<file path="src/rtl/awb_gain.sv">
// Gray-world auto white balance: per-frame R/G/B sums, serial divider for R and B gains, 3-stage gain datapath.
// Latency 3 clocks for data and syncs; no backpressure, one pixel accepted every cycle.
module awb_gain #(
    parameter int source_h = 512,
    parameter int source_v = 512
) (
    input  logic        clk,
    input  logic        reset,
    input  logic        awb_en,
    input  logic        in_vsync,
    input  logic        in_hsync,
    input  logic        in_den,
    input  logic [7:0]  in_data_R,
    input  logic [7:0]  in_data_G,
    input  logic [7:0]  in_data_B,
    output logic        out_vsync,
    output logic        out_hsync,
    output logic        out_den,
    output logic [7:0]  out_data_R,
    output logic [7:0]  out_data_G,
    output logic [7:0]  out_data_B,
    output logic [11:0] out_gain_R,
    output logic [11:0] out_gain_B
);
    localparam int ACC_W = 8 + $clog2(source_h * source_v);

    typedef enum logic [2:0] {IDLE, CHK_R, DIV_R, CHK_B, DIV_B, DONE} state_t;

    logic             vsync_prev;
    logic             vs_rise;
    logic [ACC_W-1:0] sum_r, sum_g, sum_b;
    logic [ACC_W-1:0] snap_r, snap_g, snap_b;

    assign vs_rise = in_vsync & ~vsync_prev;

    // The pixel that arrives with the vsync edge opens the new frame's sums.
    always_ff @(posedge clk) begin
        if (reset) begin
            vsync_prev <= 1'b0;
            sum_r      <= '0;
            sum_g      <= '0;
            sum_b      <= '0;
            snap_r     <= '0;
            snap_g     <= '0;
            snap_b     <= '0;
        end else begin
            vsync_prev <= in_vsync;
            if (vs_rise) begin
                snap_r <= sum_r;
                snap_g <= sum_g;
                snap_b <= sum_b;
                sum_r  <= in_den ? ACC_W'(in_data_R) : '0;
                sum_g  <= in_den ? ACC_W'(in_data_G) : '0;
                sum_b  <= in_den ? ACC_W'(in_data_B) : '0;
            end else if (in_den) begin
                sum_r <= sum_r + ACC_W'(in_data_R);
                sum_g <= sum_g + ACC_W'(in_data_G);
                sum_b <= sum_b + ACC_W'(in_data_B);
            end
        end
    end

    state_t           state;
    logic [3:0]       cnt;
    logic [ACC_W-1:0] rem;
    logic [11:0]      dbits;
    logic [11:0]      quo;
    logic             forced;
    logic [11:0]      forced_q;
    logic [11:0]      quo_r, quo_b;
    logic [11:0]      pend_r, pend_b;
    logic [11:0]      gain_r, gain_b;

    logic [ACC_W-1:0] divisor;
    logic [ACC_W:0]   trial;
    logic             trial_ge;
    logic [11:0]      q_next;
    logic [11:0]      q_res;

    // Remainder stays below the divisor because saturating cases are forced in CHK.
    always_comb begin
        divisor  = (state == CHK_B || state == DIV_B) ? snap_b : snap_r;
        trial    = {rem, dbits[11]};
        trial_ge = trial >= {1'b0, divisor};
        q_next   = {quo[10:0], trial_ge};
        q_res    = forced ? forced_q : q_next;
    end

    always_ff @(posedge clk) begin
        if (reset) begin
            state    <= IDLE;
            cnt      <= '0;
            rem      <= '0;
            dbits    <= '0;
            quo      <= '0;
            forced   <= 1'b0;
            forced_q <= '0;
            quo_r    <= '0;
            quo_b    <= '0;
            pend_r   <= 12'h100;
            pend_b   <= 12'h100;
            gain_r   <= 12'h100;
            gain_b   <= 12'h100;
        end else if (vs_rise) begin
            gain_r <= pend_r;
            gain_b <= pend_b;
            state  <= CHK_R;
        end else begin
            case (state)
                IDLE: ;
                CHK_R, CHK_B: begin
                    forced   <= (divisor == '0) || ({4'b0, snap_g} >= {divisor, 4'b0});
                    forced_q <= (divisor == '0) ? 12'h100 : 12'hFFF;
                    rem      <= {4'b0, snap_g[ACC_W-1:4]};
                    dbits    <= {snap_g[3:0], 8'h00};
                    quo      <= '0;
                    cnt      <= '0;
                    state    <= (state == CHK_R) ? DIV_R : DIV_B;
                end
                DIV_R, DIV_B: begin
                    rem   <= trial_ge ? ACC_W'(trial - {1'b0, divisor}) : trial[ACC_W-1:0];
                    dbits <= {dbits[10:0], 1'b0};
                    quo   <= q_next;
                    cnt   <= cnt + 4'd1;
                    if (cnt == 4'd11) begin
                        if (state == DIV_R) begin
                            quo_r <= q_res;
                            state <= CHK_B;
                        end else begin
                            quo_b <= q_res;
                            state <= DONE;
                        end
                    end
                end
                DONE: begin
                    pend_r <= quo_r;
                    pend_b <= quo_b;
                    state  <= IDLE;
                end
                default: state <= IDLE;
            endcase
        end
    end

    assign out_gain_R = gain_r;
    assign out_gain_B = gain_b;

    logic        s1_vs, s1_hs, s1_de, s1_en;
    logic [7:0]  s1_r, s1_g, s1_b;
    logic        s2_vs, s2_hs, s2_de;
    logic [19:0] s2_pr, s2_pb;
    logic [7:0]  s2_g;
    logic [11:0] eff_r, eff_b;

    assign eff_r = s1_en ? gain_r : 12'h100;
    assign eff_b = s1_en ? gain_b : 12'h100;

    function automatic logic [7:0] sat8(input logic [19:0] p);
        return (p[19:16] != 4'd0) ? 8'hFF : p[15:8];
    endfunction

    always_ff @(posedge clk) begin
        if (reset) begin
            s1_vs <= 1'b0; s1_hs <= 1'b0; s1_de <= 1'b0; s1_en <= 1'b0;
            s1_r  <= '0;   s1_g  <= '0;   s1_b  <= '0;
            s2_vs <= 1'b0; s2_hs <= 1'b0; s2_de <= 1'b0;
            s2_pr <= '0;   s2_pb <= '0;   s2_g  <= '0;
            out_vsync  <= 1'b0;
            out_hsync  <= 1'b0;
            out_den    <= 1'b0;
            out_data_R <= '0;
            out_data_G <= '0;
            out_data_B <= '0;
        end else begin
            s1_vs <= in_vsync;
            s1_hs <= in_hsync;
            s1_de <= in_den;
            s1_en <= awb_en;
            s1_r  <= in_data_R;
            s1_g  <= in_data_G;
            s1_b  <= in_data_B;
            s2_vs <= s1_vs;
            s2_hs <= s1_hs;
            s2_de <= s1_de;
            s2_pr <= 20'(s1_r) * 20'(eff_r);
            s2_pb <= 20'(s1_b) * 20'(eff_b);
            s2_g  <= s1_g;
            out_vsync  <= s2_vs;
            out_hsync  <= s2_hs;
            out_den    <= s2_de;
            out_data_R <= sat8(s2_pr);
            out_data_G <= s2_g;
            out_data_B <= sat8(s2_pb);
        end
    end
endmodule
</file>
<file path="config.mk">
export PLATFORM = sky130hd
export DESIGN_NAME = awb_gain
export DESIGN_NICKNAME = d
export VERILOG_FILES = /design/src/rtl/awb_gain.sv
export SDC_FILE = /design/constraint.sdc
export NUM_CORES = 1
export LEC_CHECK = 0
export ABC_AREA = 0
export ABC_CLOCK_PERIOD_IN_PS = 5500
export BUFFER_PORTS_ARGS = -buffer_cell sky130_fd_sc_hd__buf_2
export CAP_MARGIN = 0
export CORE_MARGIN = 2
export CORE_UTILIZATION = 57
export DETAILED_ROUTE_END_ITERATION = 10
export PLACE_DENSITY = 0.83
export REMOVE_ABC_BUFFERS = 1
export SYNTH_ARGS = -nofsm -noshare
export SYNTH_HDL_FRONTEND = slang
export SYNTH_SLANG_ARGS = --single-unit
</file>
<file path="constraint.sdc">
create_clock -name clk -period 5.5 [get_ports clk]
set_input_delay 1.1 -clock clk [delete_from_list [all_inputs] [get_ports clk]]
set_output_delay 1.1 -clock clk [all_outputs]
set_load 0.03 [all_outputs]
</file>
# Word-level counts from Yosys, hierarchy flattened
# Index checks and enable logic that the tools add are counted.
dict set report totals {
  reg_bits 403
  inputBits 30
  output_inout_bits 51
  wordCells 106
}
dict set report op_classes {
  n_addsub 5
  mul 2
  n_lt_le_gt_ge 2
  eq_ne 9
  n_mux 26
  bitwise_logic 5
  reduce_logical 18
}
# op n
set ops {}
lappend ops {{$mux 26} 8}
lappend ops {{$add 26x8->26} 3}
lappend ops {{$pmux 26 s2} 1}
lappend ops {{$mux 12} 4}
lappend ops {{$mul 8x12->20} 2}
lappend ops {{$mux 8} 5}
lappend ops {{$ge 26x30->1} 1}
lappend ops {{$ge 27x26->1} 1}
lappend ops {{$logic_not 26->1} 1}
lappend ops {{$sub 26x26->26} 1}
lappend ops {{$pmux 12 s2} 1}
lappend ops {{$pmux 11 s2} 1}
lappend ops {{$reduce_and 2->1} 5}
lappend ops {{$mux 3} 3}
lappend ops {{$pmux 3 s3} 1}
lappend ops {{$pmux 4 s2} 1}
lappend ops {{$reduce_and 4->1} 2}
lappend ops {{$reduce_bool 4->1} 2}
lappend ops {{$eq 3x2->1 const B} 2}
lappend ops {{$eq 3x3->1 const B} 2}
lappend ops {{$reduce_or 2->1} 3}
lappend ops {{$add 4x1->4 const B} 1}
lappend ops {{$eq 4x4->1 const B} 1}
lappend ops {{$ne 2x2->1 const B} 2}
lappend ops {{other kinds (8)} 13}

# Depth between registers and ports, before layout
# Gate-level depths: netlist of run 1.
dict set report depth {
  depth_word 6
  ltp_mapped 22
  depth_no_buf 19
}

# Least setup slack after synthesis of run 1
# Ideal clock, no wire load.
dict set report synth_path {
  path_kind {register to register}
  from {register s1_en}
  to {register s2_pb[19]}
  setup_time_ns 0.128
  arrival_time_ns 5.256
  required_ns 5.372
  setup_slack_ns 0.117
  path_stages_with_launch 19
  path_buffers 3
  period_less_slack_ns 5.383
  cell_sequence {dfxtp_1 -> clkbuf_1 -> clkbuf_1 -> buf_1 -> nand3_1 -> fa_1 -> fa_1 -> inv_1 -> fa_1 -> fa_1 -> ha_1 -> a2111o_1 -> o22ai_1 -> a21oi_1 -> a211oi_1 -> o31ai_1 -> a21oi_1 -> xnor2_1 -> nor2_1}
}
dict set report synth_between {
  elab_chain_len 2
}
# item line_no
set synth_rtl {}
lappend synth_rtl {{from (decl)} 148} ;# logic s1_vs, s1_hs, s1_de, s1_en;
lappend synth_rtl {{from (signal assigned)} 178} ;# s1_en <= awb_en;
lappend synth_rtl {{$mux 12} 156} ;# assign eff_b = s1_en ? gain_b : 12'h100;
lappend synth_rtl {{$mul 8x12->20} 186} ;# s2_pb <= 20'(s1_b) * 20'(eff_b);
lappend synth_rtl {{to (signal assigned)} 186}
lappend synth_rtl {{to (decl)} 151} ;# logic [19:0] s2_pr, s2_pb;
# Every way passes these cells.
# A chain may end at the register's enable or synchronous reset.

# Worst setup path in the final report of run 1
dict set report layout_path {
  from {register s1_r[5]}
  to {register s2_pr[19]}
}
dict set report layout_between {
  elab_chain_len 1
}
# item line_no
set layout_rtl {}
lappend layout_rtl {{from (decl)} 149} ;# logic [7:0] s1_r, s1_g, s1_b;
lappend layout_rtl {{from (signal assigned)} 179} ;# s1_r <= in_data_R;
lappend layout_rtl {{$mul 8x12->20} 185} ;# s2_pr <= 20'(s1_r) * 20'(eff_r);
lappend layout_rtl {{to (signal assigned)} 185}
lappend layout_rtl {{to (decl)} 151}
# Every way passes these cells.

==> flow_summary.toml, run 1 <==
[timing]
slew_headroom_pct = 16.1
setup_ws_ns = 0.274
finalSetupViolations = 0
fin_crit_sh_pct = 95.0
post-route-min-period_ns = 5.23
rsz0062_at_grt = "false"
tns_ns = 0
fmax_ghz = 0.191
tightestPinTransition_ns = 1.25
skew_ns = 0.0196
slew_violations = 0
hold_viol = 0

[critical_path]
crit_type = "register to register"
cp_top_family = "adder cells"
r2r-start = "s1_r[5]"
regToRegEndpoint = "s2_pr[19]"
crit_path_end_kind = "register"
cp.arrival_ns = 5.63
path_cells = "and3_1, fa_1, fa_1, fa_1, inv_1, fa_1, inv_1, ha_1, or4_1, a21oi_2, o21ai_0, nand2_1, o21ai_0, o41ai_2, xnor2_1, nor2_1"
crit_path_start_kind = "register"
crit_path_frequent_cell = "fa_1"
path_max_fanout = 12
cp.buffers_inverters = 2
cp.required_ns = 5.90
slowest_delay_ns = 0.57
crit_path_top_delay_cell = "dfxtp_1"
rrSetupSlack_ns = 0.27
reg2regPathDepth = 16

[route]
drtIter0Drc = 1468
drc_errors = 0
detail_route.vias_per_cell = 5.78
ant_nets = 0
first_pass_iters = 5
routed_wl_mm = 52.7
drt-wirelength-per-cell_microns = 16.7
vias = 18300

[logic_synthesis]
synthArstFlopShare_pct = 0
yosysMostFrequentCell = "nand2_1"
ys_ff_latch = 369
avgSynthCellArea_sq_um = 8.39
synth_ff_type = "dfxtp_1"
netlist_area_sq_um = 21900
synthTopCellsByCount = "nand2_1, dfxtp_1, a21oi_1"
yosys.area.top_type = "dfxtp_1"
synth_top_area_share_pct = 33.8
synth.area.top_cells = "dfxtp_1, fa_1, ha_1"
ys_types = 69
ys_seq_area_share_pct = 33.8
synth-edff-count = 0
netlist_instances = 2607
ys_warn_count = 0

[pwr]
vdd_drop_max_mv = 0.185
powerDensity_nw_per_um2 = 268
leakagePower_nw = 10.8
p_total_mw = 6.44

[floorplan]
num_rows = 71
ios = 81
die_area_sq_um = 39900
initial_core_util_pct = 57.9
die_h_microns = 200
die_x_microns = 200
fp.coreArea_sq_um = 37800

[worst_hold_path]
hold_depth = 1
holdPathEnd = "s2_g[4]"
hp-start = "s1_g[4]"
hp-class = "register to register"

[grt]
grt_util_all_layers_pct = 26.6
grtUsageMet3_pct = 3.98
globalRouteMet1Util_pct = 32.7
grt_pass1_wl_mm = 86.9
grt_pass1_vias = 17900
busiest_layer = "met2"
grt_start_max_net_pins = 135
overflow = 0
antenna_found_initial = 3
met2_usage_pct = 46.9

[placement]
placed_area_sq_um = 22700
place_ws_ns = 0.0291
gp_congestion = 0.898
place_hpwl_mm = 36.8
io_buffer_count = 80
placed_cells = 3086

[final_layout]
layout-drive-gt1-share_pct = 7.90
fin_area_sq_um = 24000
fin_cells = 3159
areaGrowthSynthToFinish_pct = 9.92
regArea_sq_um = 7400
multiInputGateArea_sq_um = 13300
nets = 2916
n_fill_cell = 3026

[clock_tree]
cts.clk_slew.worst_paths_ns = 0.06
cts_buffers = 39
cts.sinks = 369
h-tree-depth = 2
clockRootBuffer = "clkbuf_16"
cts_tree = "yes"
clockBufferDepth = 3
insertion_delay_ns = 0.54

[run]
max_cap_viol_count = 0

[run_status]
status = "finished clean"
==> worst max path at each step <==
stage	from	to	cells after the start
after floorplan	in_vsync	rem[24]	5
after global placement	s1_en	s2_pb[19]	18
after detailed placement	s1_en	s2_pb[19]	18
after CTS	s1_en	s2_pb[19]	18
after global routing	s1_en	s2_pr[18]	17
final	s1_r[5]	s2_pr[19]	16
==> cell type report <==
| cell class | count | share of cell area, % |
|---|---|---|
| Multi-Input combinational cell | 1906 | 55.2 |
| Sequential cell | 369 | 30.8 |
| Clock buffer | 58 | 4.87 |
| Inverter | 186 | 2.91 |
| Timing Repair Buffer | 115 | 2.88 |
| Tap cell | 511 | 2.66 |
| Clock inverter | 11 | 0.656 |
| Antenna cell | 3 | 0.0312 |
==> state kept, by name, indices dropped and copies added, names as in the netlist, 8 cells and up <==
name,count
out_gain_R,12
pend_r,12
s2_pb,12
snap_g,26
pend_b,12
s2_g,8
s1_b,8
s1_g,8
rem,26
out_data_R,8
quo_b,12
s2_pr,12
s1_r,8
out_data_B,8
out_data_G,8
out_gain_B,12
quo,11
sum_b,26
sum_g,26
quo_r,12
sum_r,26
snap_b,26
snap_r,26
==> logic make-up (layout without fill, tap and decap cells) <==
| group | count (synthesis) | in the layout | synth area share [%] |
|---|---|---|---|
| adders and majority gates | 269 | 269 | 19.6 |
| DFF | 369 | 369 | 33.8 |
| xor gates and xnor gates | 96 | 96 | 3.85 |
| muxes | 37 | 37 | 1.80 |
| other | 0 | 3 | 0 |
| buffers and inverters | 332 | 370 | 5.82 |
| AOI/OAI and AO/OA | 481 | 481 | 13.1 |
| and+or+nand+nor | 1023 | 1023 | 22.1 |
==> repair_timing <==
item                       4_1_cts  5_1_grt
hold buffers                     0        0
buffers inserted                 0        1
resized for setup                0       11
setup endpoints to repair        0        6
==> cells in the final DEF (no fill, tap or decap), types with 69 or more instances in the layout <==
| cell type | Yosys | layout |
|---|---|---|
| nand3_1 | 69 | 69 |
| inv_1 | 183 | 183 |
| a21oi_1 | 251 | 248 |
| and3_1 | 154 | 154 |
| nor2_1 | 227 | 226 |
| ha_1 | 147 | 147 |
| dfxtp_1 | 369 | 362 |
| nand2_1 | 370 | 370 |
| fa_1 | 122 | 122 |
| buf_2 | 4 | 79 |
==> worst register-to-register path, delay by kind of cell, from the launching register on <==
family                   cells  cell delay [ns]
adder cells (fa/ha/maj)      5             2.30
buffers and inverters        2             0.12
AO/OA/AOI/OAI                4             0.98
AND/OR/NAND/NOR              4             0.96
XOR/XNOR                     1             0.17
flip-flops                   1             0.57
==> metal layers <==
layer / part of all wire (%) / up-vias
met3: 5.6 / 133
li1: - / 8788
met2: 49 / 567
met5: 0 / -
met4: 3.6 / 0
met1: 42 / 8774
==> report_power, final <==
part / switching [mW] / total [mW] / internal [mW]
combinational: 0.577 / 0.915 / 0.338
clock: 1.07 / 2.73 / 1.66
sequential: 0.0626 / 2.80 / 2.74
==> metrics by stage <==
step | hold WS, ns | util (%)
after detailed placement | 0.422 | 60.0
after CTS | 0.434 | 63.5
after global routing | 0.445 | 63.6
after floorplan | 0.414 | -
after global placement | 0.415 | 60.0
final | 0.437 | 63.6
No activity file was read; power rests on OpenSTA's default activity.
==> run 2: changes to the inputs <==
- CORE_MARGIN: 2 -> 4
- PLACE_DENSITY: 0.83 -> 0.77
==> run 2 against run 1 <==
Sequential power barely moved. Worst setup slack got worse by 0.018 ns. Sequential cell count did not move. Core utilization rose by 0.12 points.
==> flow_summary.toml, run 2 (synthesized netlist as in run 1, its figures left out) <==
[worst_hold_path]
hp-class = "register to register"
hp-start = "s1_g[3]"
hold_depth = 1

[critical_path]
cp.arrival_ns = 5.64
crit_start = "s1_en"
rrSetupSlack_ns = 0.26
cp.required_ns = 5.89
cp-endpoint = "s2_pb[19]"
crit_type = "register to register"
path_max_fanout = 28
crit_path_end_kind = "register"
regToRegEndpoint = "s2_pb[19]"
crit_path_start_kind = "register"
reg2regPathDepth = 17
r2r-start = "s1_en"

[run]
max_cap_viol_count = 0

[final_layout]
nets = 2918
final_common_cell = "nand2_1"
most-common-layout-cells = "nand2_1, dfxtp_1, a21oi_1"
areaGrowthSynthToFinish_pct = 10.1
fin_area_sq_um = 24100
layout-drive-gt1-share_pct = 8.12

[clock_tree]
cts_buffers = 41
clockBufferDepth = 3
insertion_delay_ns = 0.55
h-tree-depth = 2
clockRootBuffer = "clkbuf_16"
cts.clk_slew.worst_paths_ns = 0.06
cts.sinks = 369
cts_tree = "yes"

[floorplan]
ios = 81
initial_core_util_pct = 57.9
die_area_sq_um = 41600
fp.coreArea_sq_um = 37800
num_rows = 71
die_h_microns = 204
die_x_microns = 204

[timing]
tightestPinTransition_ns = 1.22
setup_ws_ns = 0.256
slew_headroom_pct = 18.9
skew_ns = 0.0164
slew_violations = 0
fin_crit_sh_pct = 95.4
post-route-min-period_ns = 5.24
hold_ws_ns = 0.433
hold_viol = 0
rsz0062_at_grt = "false"
finalSetupViolations = 0
fmax_ghz = 0.191

[placement]
place_hpwl_mm = 37.3
io_buffer_count = 80
gp_congestion = 0.901
place_ws_ns = 0.145
placed_area_sq_um = 22600

[grt]
grt_start_max_net_pins = 133
grt_pass1_wl_mm = 87.9
grt_util_all_layers_pct = 25.2
overflow = 0
antenna_found_initial = 2
grt_pass1_vias = 18100

[run_status]
status = "finished clean"

[route]
first_pass_iters = 5
routed_wl_mm = 52.6
vias = 18100
detail_route.vias_per_cell = 5.73
drt-wirelength-per-cell_microns = 16.6
drc_errors = 0
drtIter0Drc = 1298
ant_nets = 0

[pwr]
powerDensity_nw_per_um2 = 270
leakagePower_nw = 10.8
vdd_drop_max_mv = 0.233
[run 2: routing by layer]
layer / wire (microns) / track usage, % / vias up
met5: 0 / 0 / -
met2: 26300 / 44.3 / 441
met1: 22200 / 31.9 / 8773
met4: 1740 / 9.15 / 0
li1: - / - / 8789
met3: 2440 / 3.21 / 109
[run 2: metrics by stage]
stage          setup TNS (ns)  cells  total power [mW]  utilization (%)
2_1_floorplan         -219.46   2461              3.46                -
3_3_place_gp                0   3086              3.72             60.0
3_5_place_dp                0   3086              3.74             60.0
4_1_cts                     0   3158              6.54             63.7
5_1_grt                     0   3161              6.77             63.8
6_report                    0   3161              6.51             63.8
[run 2: power by group]
group | internal (mW) | leakage (nW) | switching, mW
Sequential | 2.74 | 3.00 | 0.0591
Clock | 1.66 | 0.682 | 1.14
Combinational | 0.339 | 7.12 | 0.573
Total | 4.74 | 10.8 | 1.77
[run 2: worst min-delay path by stage]
stage,to,slack [ns]
after floorplan,out_data_G[0],0.41
after global placement,s2_g[0],0.41
after detailed placement,s2_g[3],0.42
after CTS,out_data_G[5],0.44
after global routing,out_data_G[7],0.45
final,s2_g[3],0.43
[run 2: cell type report]
class,count,area [sq um]
multi-input cells,1906,13300
clock inverters,17,175
inverters,186,698
well taps,511,639
clock buffers,55,1220
repair buffers,115,681
fillers,3192,13700
diodes,2,5.00
flip-flops and latches,369,7390
[run 2: what timing repair did]
action                                  CTS  global route
setup buffers                             0             1
endpoints found under the setup margin    0             7
hold buffers                              0             0
gates resized for setup                   0             4
[run 2: critical path, cell delays in order, from the launching register on]
cell and delay [ns]:
dfxtp_4 0.53, buf_8 0.22, nand2b_1 0.23, and2_1 0.25, fa_1 0.50, fa_1 0.46
fa_1 0.55, inv_1 0.07, fa_1 0.56, inv_1 0.05, ha_1 0.30, a21oi_1 0.08
a21oi_1 0.37, a211oi_2 0.18, o31ai_1 0.39, a21oi_1 0.14, xnor2_1 0.16, nor2_1 0.05
